===== config.mk =====
export PLATFORM = sky130hd
export DESIGN_NAME = fp_conv_arbiter
export DESIGN_NICKNAME = d
export VERILOG_FILES = /design/src/rtl/fp_conv_pkg.sv /design/src/rtl/fp_conv_core.sv /design/src/rtl/fp_conv_arbiter.sv
export SDC_FILE = /design/constraint.sdc
export NUM_CORES = 1
export LEC_CHECK = 0
export BUFFER_PORTS_ARGS = -buffer_cell sky130_fd_sc_hd__buf_2
export CAP_MARGIN = 20
export CORE_MARGIN = 2
export CORE_UTILIZATION = 51
export CTS_CLUSTER_DIAMETER = 100
export CTS_CLUSTER_SIZE = 30
export DETAILED_ROUTE_END_ITERATION = 16
export GPL_ROUTABILITY_DRIVEN = 0
export HOLD_SLACK_MARGIN = 0.12
export PLACE_DENSITY = 0.82
export SYNTH_ARGS = -nofsm -noshare
export SYNTH_HDL_FRONTEND = slang
export SYNTH_HIERARCHICAL = 1
export SYNTH_SLANG_ARGS = --single-unit

===== constraint.sdc =====
create_clock -name clk -period 4.15 [get_ports clk]
set_clock_uncertainty 0.05 [all_clocks]
set_input_delay 0 -clock clk [delete_from_list [all_inputs] [get_ports clk]]
set_output_delay 0 -clock clk [all_outputs]
set_load 0.05 [all_outputs]

===== src/rtl/fp_conv_pkg.sv =====
// Shared types and constants for the fp_conv_arbiter block.
// Latency: none (declarations only).
// Backpressure: not applicable.
package fp_conv_pkg;

  // Input sample width and floating-point field widths.
  localparam int DATA_W = 12;
  localparam int EXP_W  = 3;
  localparam int SIG_W  = 4;

  // Values used when a result overflows the representable range.
  localparam logic [EXP_W-1:0] E_MAX = 3'd7;
  localparam logic [SIG_W-1:0] F_MAX = 4'b1111;

  // Arbiter/converter sequencing states.
  typedef enum logic [1:0] {
    IDLE = 2'd0,
    CONV = 2'd1,
    HOLD = 2'd2
  } state_t;

endpackage


===== src/rtl/fp_conv_core.sv =====
// Converts a 12-bit two's-complement sample to (sign, 3-bit exponent, 4-bit significand).
// Latency: purely combinational.
// Backpressure: none; the caller holds the input stable.
// Ports: i_data (sample), o_s (sign), o_e (exponent), o_f (significand).
module fp_conv_core
  import fp_conv_pkg::*;
(
  input  logic [DATA_W-1:0] i_data,
  output logic              o_s,
  output logic [EXP_W-1:0]  o_e,
  output logic [SIG_W-1:0]  o_f
);

  logic [DATA_W-1:0] w_mag;
  logic [3:0]        w_msb;
  logic [SIG_W:0]    w_shf;
  logic [SIG_W:0]    w_rnd;
  logic [EXP_W-1:0]  w_e_raw;

  // Magnitude; the most negative sample has no positive twin, so clamp it.
  always_comb begin
    o_s = i_data[DATA_W-1];
    if (i_data == {1'b1, {(DATA_W-1){1'b0}}}) begin
      w_mag = {1'b0, {(DATA_W-1){1'b1}}};
    end else if (i_data[DATA_W-1]) begin
      w_mag = -i_data;
    end else begin
      w_mag = i_data;
    end
  end

  // Position of the leading one; the magnitude never reaches the top bit.
  always_comb begin
    w_msb = 4'd0;
    for (int i = 0; i < DATA_W-1; i++) begin
      if (w_mag[i]) w_msb = 4'(i);
    end
  end

  // w_shf holds the four significand bits in [4:1] and the round bit in [0].
  always_comb begin
    w_shf   = 5'(w_mag >> (w_msb - 4'd4));
    w_rnd   = {1'b0, w_shf[4:1]} + {4'b0000, w_shf[0]};
    w_e_raw = 3'(w_msb - 4'd3);
    o_e     = w_e_raw;
    o_f     = w_rnd[SIG_W-1:0];
    if (w_msb < 4'd4) begin
      // Small magnitudes are stored exactly with a zero exponent.
      o_e = '0;
      o_f = w_mag[SIG_W-1:0];
    end else if (w_rnd[SIG_W]) begin
      // Rounding overflowed the significand: renormalise, or saturate at the top.
      if (w_e_raw == E_MAX) begin
        o_e = E_MAX;
        o_f = F_MAX;
      end else begin
        o_e = w_e_raw + 3'd1;
        o_f = 4'b1000;
      end
    end
  end

endmodule


===== src/rtl/fp_conv_arbiter.sv =====
// Round-robin shares one fixed-to-float converter between two sample requesters.
// Latency: accept at edge t, out_valid seen at edge t+2; at most one sample per 3 cycles.
// Backpressure: result held while out_ready is low; no requester is accepted until it is consumed.
// Ports: clk, rst_n; req0/req1 valid/data/ready; out valid/ready/id/s/e/f; conv_count.
module fp_conv_arbiter
  import fp_conv_pkg::*;
#(
  parameter int INIT_PRIO = 0,
  parameter int CNT_W     = 8
) (
  input  logic              clk,
  input  logic              rst_n,
  input  logic              req0_valid,
  input  logic [DATA_W-1:0] req0_data,
  output logic              req0_ready,
  input  logic              req1_valid,
  input  logic [DATA_W-1:0] req1_data,
  output logic              req1_ready,
  output logic              out_valid,
  input  logic              out_ready,
  output logic              out_id,
  output logic              out_s,
  output logic [EXP_W-1:0]  out_e,
  output logic [SIG_W-1:0]  out_f,
  output logic [CNT_W-1:0]  conv_count
);

  state_t            r_state;
  state_t            w_next;
  logic              r_ptr;
  logic [DATA_W-1:0] r_sample;
  logic              r_id;
  logic              r_out_valid;
  logic              r_out_id;
  logic              r_out_s;
  logic [EXP_W-1:0]  r_out_e;
  logic [SIG_W-1:0]  r_out_f;
  logic [CNT_W-1:0]  r_cnt;

  logic              w_gnt_vld;
  logic              w_gnt_id;
  logic              w_accept;
  logic              w_consume;
  logic              w_req0_rdy;
  logic              w_req1_rdy;
  logic              w_s;
  logic [EXP_W-1:0]  w_e;
  logic [SIG_W-1:0]  w_f;

  // Pointer names the favoured requester; the other wins only when the favoured one is idle.
  always_comb begin
    w_gnt_vld = req0_valid | req1_valid;
    if (r_ptr) w_gnt_id = req1_valid ? 1'b1 : 1'b0;
    else       w_gnt_id = req0_valid ? 1'b0 : 1'b1;
  end

  always_ff @(posedge clk or negedge rst_n) begin
    if (!rst_n) r_state <= IDLE;
    else        r_state <= w_next;
  end

  always_comb begin
    w_next     = r_state;
    w_accept   = 1'b0;
    w_consume  = 1'b0;
    w_req0_rdy = 1'b0;
    w_req1_rdy = 1'b0;
    unique case (r_state)
      IDLE: begin
        if (w_gnt_vld) begin
          w_accept   = 1'b1;
          w_req0_rdy = ~w_gnt_id;
          w_req1_rdy = w_gnt_id;
          w_next     = CONV;
        end
      end
      CONV: w_next = HOLD;
      HOLD: begin
        if (r_out_valid && out_ready) begin
          w_consume = 1'b1;
          w_next    = IDLE;
        end
      end
      default: w_next = IDLE;
    endcase
  end

  fp_conv_core u_core (
    .i_data (r_sample),
    .o_s    (w_s),
    .o_e    (w_e),
    .o_f    (w_f)
  );

  always_ff @(posedge clk or negedge rst_n) begin
    if (!rst_n) begin
      r_ptr       <= INIT_PRIO[0];
      r_sample    <= '0;
      r_id        <= 1'b0;
      r_out_valid <= 1'b0;
      r_out_id    <= 1'b0;
      r_out_s     <= 1'b0;
      r_out_e     <= '0;
      r_out_f     <= '0;
      r_cnt       <= '0;
    end else begin
      if (w_accept) begin
        r_sample <= w_gnt_id ? req1_data : req0_data;
        r_id     <= w_gnt_id;
        r_ptr    <= ~w_gnt_id;
      end
      if (r_state == CONV) begin
        r_out_valid <= 1'b1;
        r_out_id    <= r_id;
        r_out_s     <= w_s;
        r_out_e     <= w_e;
        r_out_f     <= w_f;
      end
      if (w_consume) begin
        r_out_valid <= 1'b0;
        r_cnt       <= r_cnt + CNT_W'(1);
      end
    end
  end

  assign req0_ready = w_req0_rdy;
  assign req1_ready = w_req1_rdy;
  assign out_valid  = r_out_valid;
  assign out_id     = r_out_id;
  assign out_s      = r_out_s;
  assign out_e      = r_out_e;
  assign out_f      = r_out_f;
  assign conv_count = r_cnt;

endmodule

==> flow_summary.json <==
{
  "rsz0062_at_grt": "true",
  "insertion_delay_ns": 0.31,
  "setup_violations": 7,
  "whs_ns": 0.248,
  "dp_hpwl_um": 5110,
  "cts_buffers": 5,
  "drc": 0,
  "ios": 49,
  "overflow": 0,
  "min_period_over_period": 1.05,
  "ys_warn_count": 6,
  "cp.required_ns": 4.30,
  "synth_edf_count": 0,
  "die_area_um2": 5750,
  "cp_slowest_cell": "or4_4",
  "grt_usage": 0.363,
  "start_util": 0.522,
  "via_count": 3127,
  "min-delay-path-class": "input port to flop",
  "yosys_register_bits": 34,
  "seq_area_frac_synth": 0.323,
  "synth.largest_area_cell": "dfrtp_1",
  "cts_tree": "built",
  "status": "finished with violations",
  "antenna_found_initial": 0,
  "num_antenna_cells": 0,
  "drv_slew": 0,
  "post_drt_wl_per_cell_um": 22.7,
  "violations": "setup timing",
  "cts_max_level": 2,
  "worstPathMaxFanout": 6,
  "setup_slack_ns": -0.212,
  "grt_max_degree": 35,
  "max_freq_mhz": 229,
  "drt_iter0_markers": 361,
  "hold_viol_final": 0,
  "wl_um": 10400,
  "avgSynthCellArea_um2": 9.54,
  "die_w_um": 75.8,
  "fp.dieH_um": 75.8,
  "ant_nets": 0,
  "fin_nets": 425,
  "path_clk_slew_ns": 0.10,
  "worst-endpoint-arrival_ns": 4.51,
  "place_ws_ns": -0.198,
  "first_global_vias": 3092,
  "synth.top_cell.area_share": 0.323,
  "grt_pass1_wl_um": 15400,
  "drtPass1Iterations": 5,
  "crit_chain": "buf_6, or4_4, o211ai_1, o21a_1, o211ai_1, and2_4, or2_4, clkinv_8, o22ai_1, o221ai_1, nor2_1, a211oi_2, ha_2, ha_4, nand2_4, a21oi_4, o31ai_4, nor3_4, a211oi_2, mux2_4",
  "start_kind": "flop",
  "core_um2": 5040,
  "synth.distinct_cells": 72,
  "portBuffers": 48,
  "crit_type": "flop to flop",
  "synth_cells": 276,
  "critPathTopFamily": "compound AO/OA/AOI/OAI gates",
  "rows": 26,
  "synthFlopType": "dfrtp_1",
  "synth_area_um2": 2630,
  "viasPerCell": 6.80,
  "cts_sinks": 34,
  "syn_nets": 312,
  "root_buffer": "clkbuf_8",
  "area_growth_pct": 47.1,
  "max_stage_delay_ns": 0.55,
  "cts_buffer_depth": 2,
  "max-slew-margin-rel": 0.459,
  "period_minus_slack_ns": 4.36,
  "worst_slew_pin_slew_ns": 0.811,
  "crit_buf_inv": 2,
  "yosys-top-cells-area": "dfrtp_1, a221o_1, nand2_1",
  "end_kind": "flop",
  "synth-async-reset-ratio": 1.00,
  "cap_violations": 0,
  "drive_above_1_share": 0.438
}
[flip-flops by register name, indices dropped and copies added, names as in the netlist]
| signal | flops |
|---|---|
| conv_count | 8 |
| out_e | 3 |
| out_f | 4 |
| out_id | 1 |
| out_s | 1 |
| out_valid | 1 |
| r_id | 1 |
| r_ptr | 1 |
| r_sample | 12 |
| r_state | 2 |
[layout by cell type (no fill, tap or decap), types with 4 or more instances in the layout]
master	Yosys	final
mux2_2	8	5
clkbuf_8	0	5
dlygate4sd3_1	0	27
a21oi_1	10	9
nand2_1	25	24
buf_2	2	48
o211ai_1	6	6
and4_1	8	8
nor3_1	8	6
o21ai_0	13	10
nor2_1	19	18
buf_4	2	44
ha_1	7	4
xnor2_1	6	6
dfrtp_1	34	34
inv_1	13	11
a221o_1	12	12
a211oi_2	1	4
[area by class of cell]
type                            instances  area [um^2]
Multi-Input combinational cell        212         1870
Timing Repair inverter                  1         8.76
Sequential cell                        34          851
Inverter                               15         68.8
Clock inverter                          3         68.8
Tap cell                               70         87.6
Clock buffer                            5         68.8
Fill cell                             282         1170
Timing Repair Buffer                  120          852
[worst paths after layout]
path                                           start                         to  slack (ns)  cells after the start
min                                       req0_valid           r_id$_DFFE_PN0P_        0.25                      3
min reg2reg                conv_count[7]$_DFFE_PN0N_  conv_count[7]$_DFFE_PN0N_        0.45                      1
max                          r_sample[0]$_DFFE_PN0P_       out_f[2]$_DFFE_PN0N_       -0.21                     20
min in group asynchronous                      rst_n  conv_count[3]$_DFFE_PN0N_        0.26                      2
max in group asynchronous                      rst_n    r_sample[4]$_DFFE_PN0P_        3.27                      2
max reg2reg                  r_sample[0]$_DFFE_PN0P_       out_f[2]$_DFFE_PN0N_       -0.21                     20
[per-stage QoR]
stage	util	cells	TNS, ns	instance area, um^2
after floorplan	-	276	0	2680
after global placement	0.621	411	0	3130
after detailed placement	0.621	411	-0.771	3130
after CTS	0.740	458	-0.0531	3730
after global routing	0.768	460	-1.73	3870
final	0.768	460	-1.16	3870
[worst min-delay path, cell delays in order]
cell and delay (ns):
buf_2 0.24, and3_2 0.25, a21oi_1 0.06
[Yosys cell counts, types with 3 or more instances]
| cell | number |
|---|---|
| nor3_1 | 8 |
| nand3_1 | 3 |
| or3_1 | 3 |
| inv_1 | 13 |
| o21ai_0 | 13 |
| nand3b_1 | 3 |
| clkbuf_1 | 6 |
| o31ai_1 | 3 |
| a211oi_1 | 8 |
| dfrtp_1 | 34 |
| and4_1 | 8 |
| buf_6 | 5 |
| xnor2_1 | 6 |
| mux2_2 | 8 |
| and4_2 | 3 |
| a21oi_1 | 10 |
| o211ai_1 | 6 |
| nor4_1 | 4 |
| nor2_1 | 19 |
| xor2_1 | 4 |
| nor3b_1 | 3 |
| ha_1 | 7 |
| a221o_1 | 12 |
| nand2_1 | 25 |
[repair_timing]
action                                 in CTS  in global routing
pin swaps                                  15                  7
setup endpoints to repair                   5                  7
endpoints found under the hold margin      51                  0
gates resized for setup                    20                 23
gates cloned                                1                  0
buffers inserted                           11                  2
hold buffers                               27                  0
[kinds of logic after synthesis]
family                     share of synthesized area
and+or+nand+nor                                0.236
AOI/OAI and AO/OA                              0.270
buffers and inverters                         0.0627
xor gates and xnor gates                      0.0333
DFF                                            0.323
adders and majority gates                     0.0333
muxes                                         0.0418
[metal layers]
metal | global-route usage | wire, um | vias up
met5 | 0 | 0 | -
met4 | 0.242 | 697 | 0
met3 | 0.0754 | 921 | 81
met2 | 0.606 | 5160 | 263
met1 | 0.418 | 3660 | 1498
li1 | - | - | 1285
Power is not shown: default switching activity piles up to over one toggle a cycle in this logic, so the estimate is an artifact.
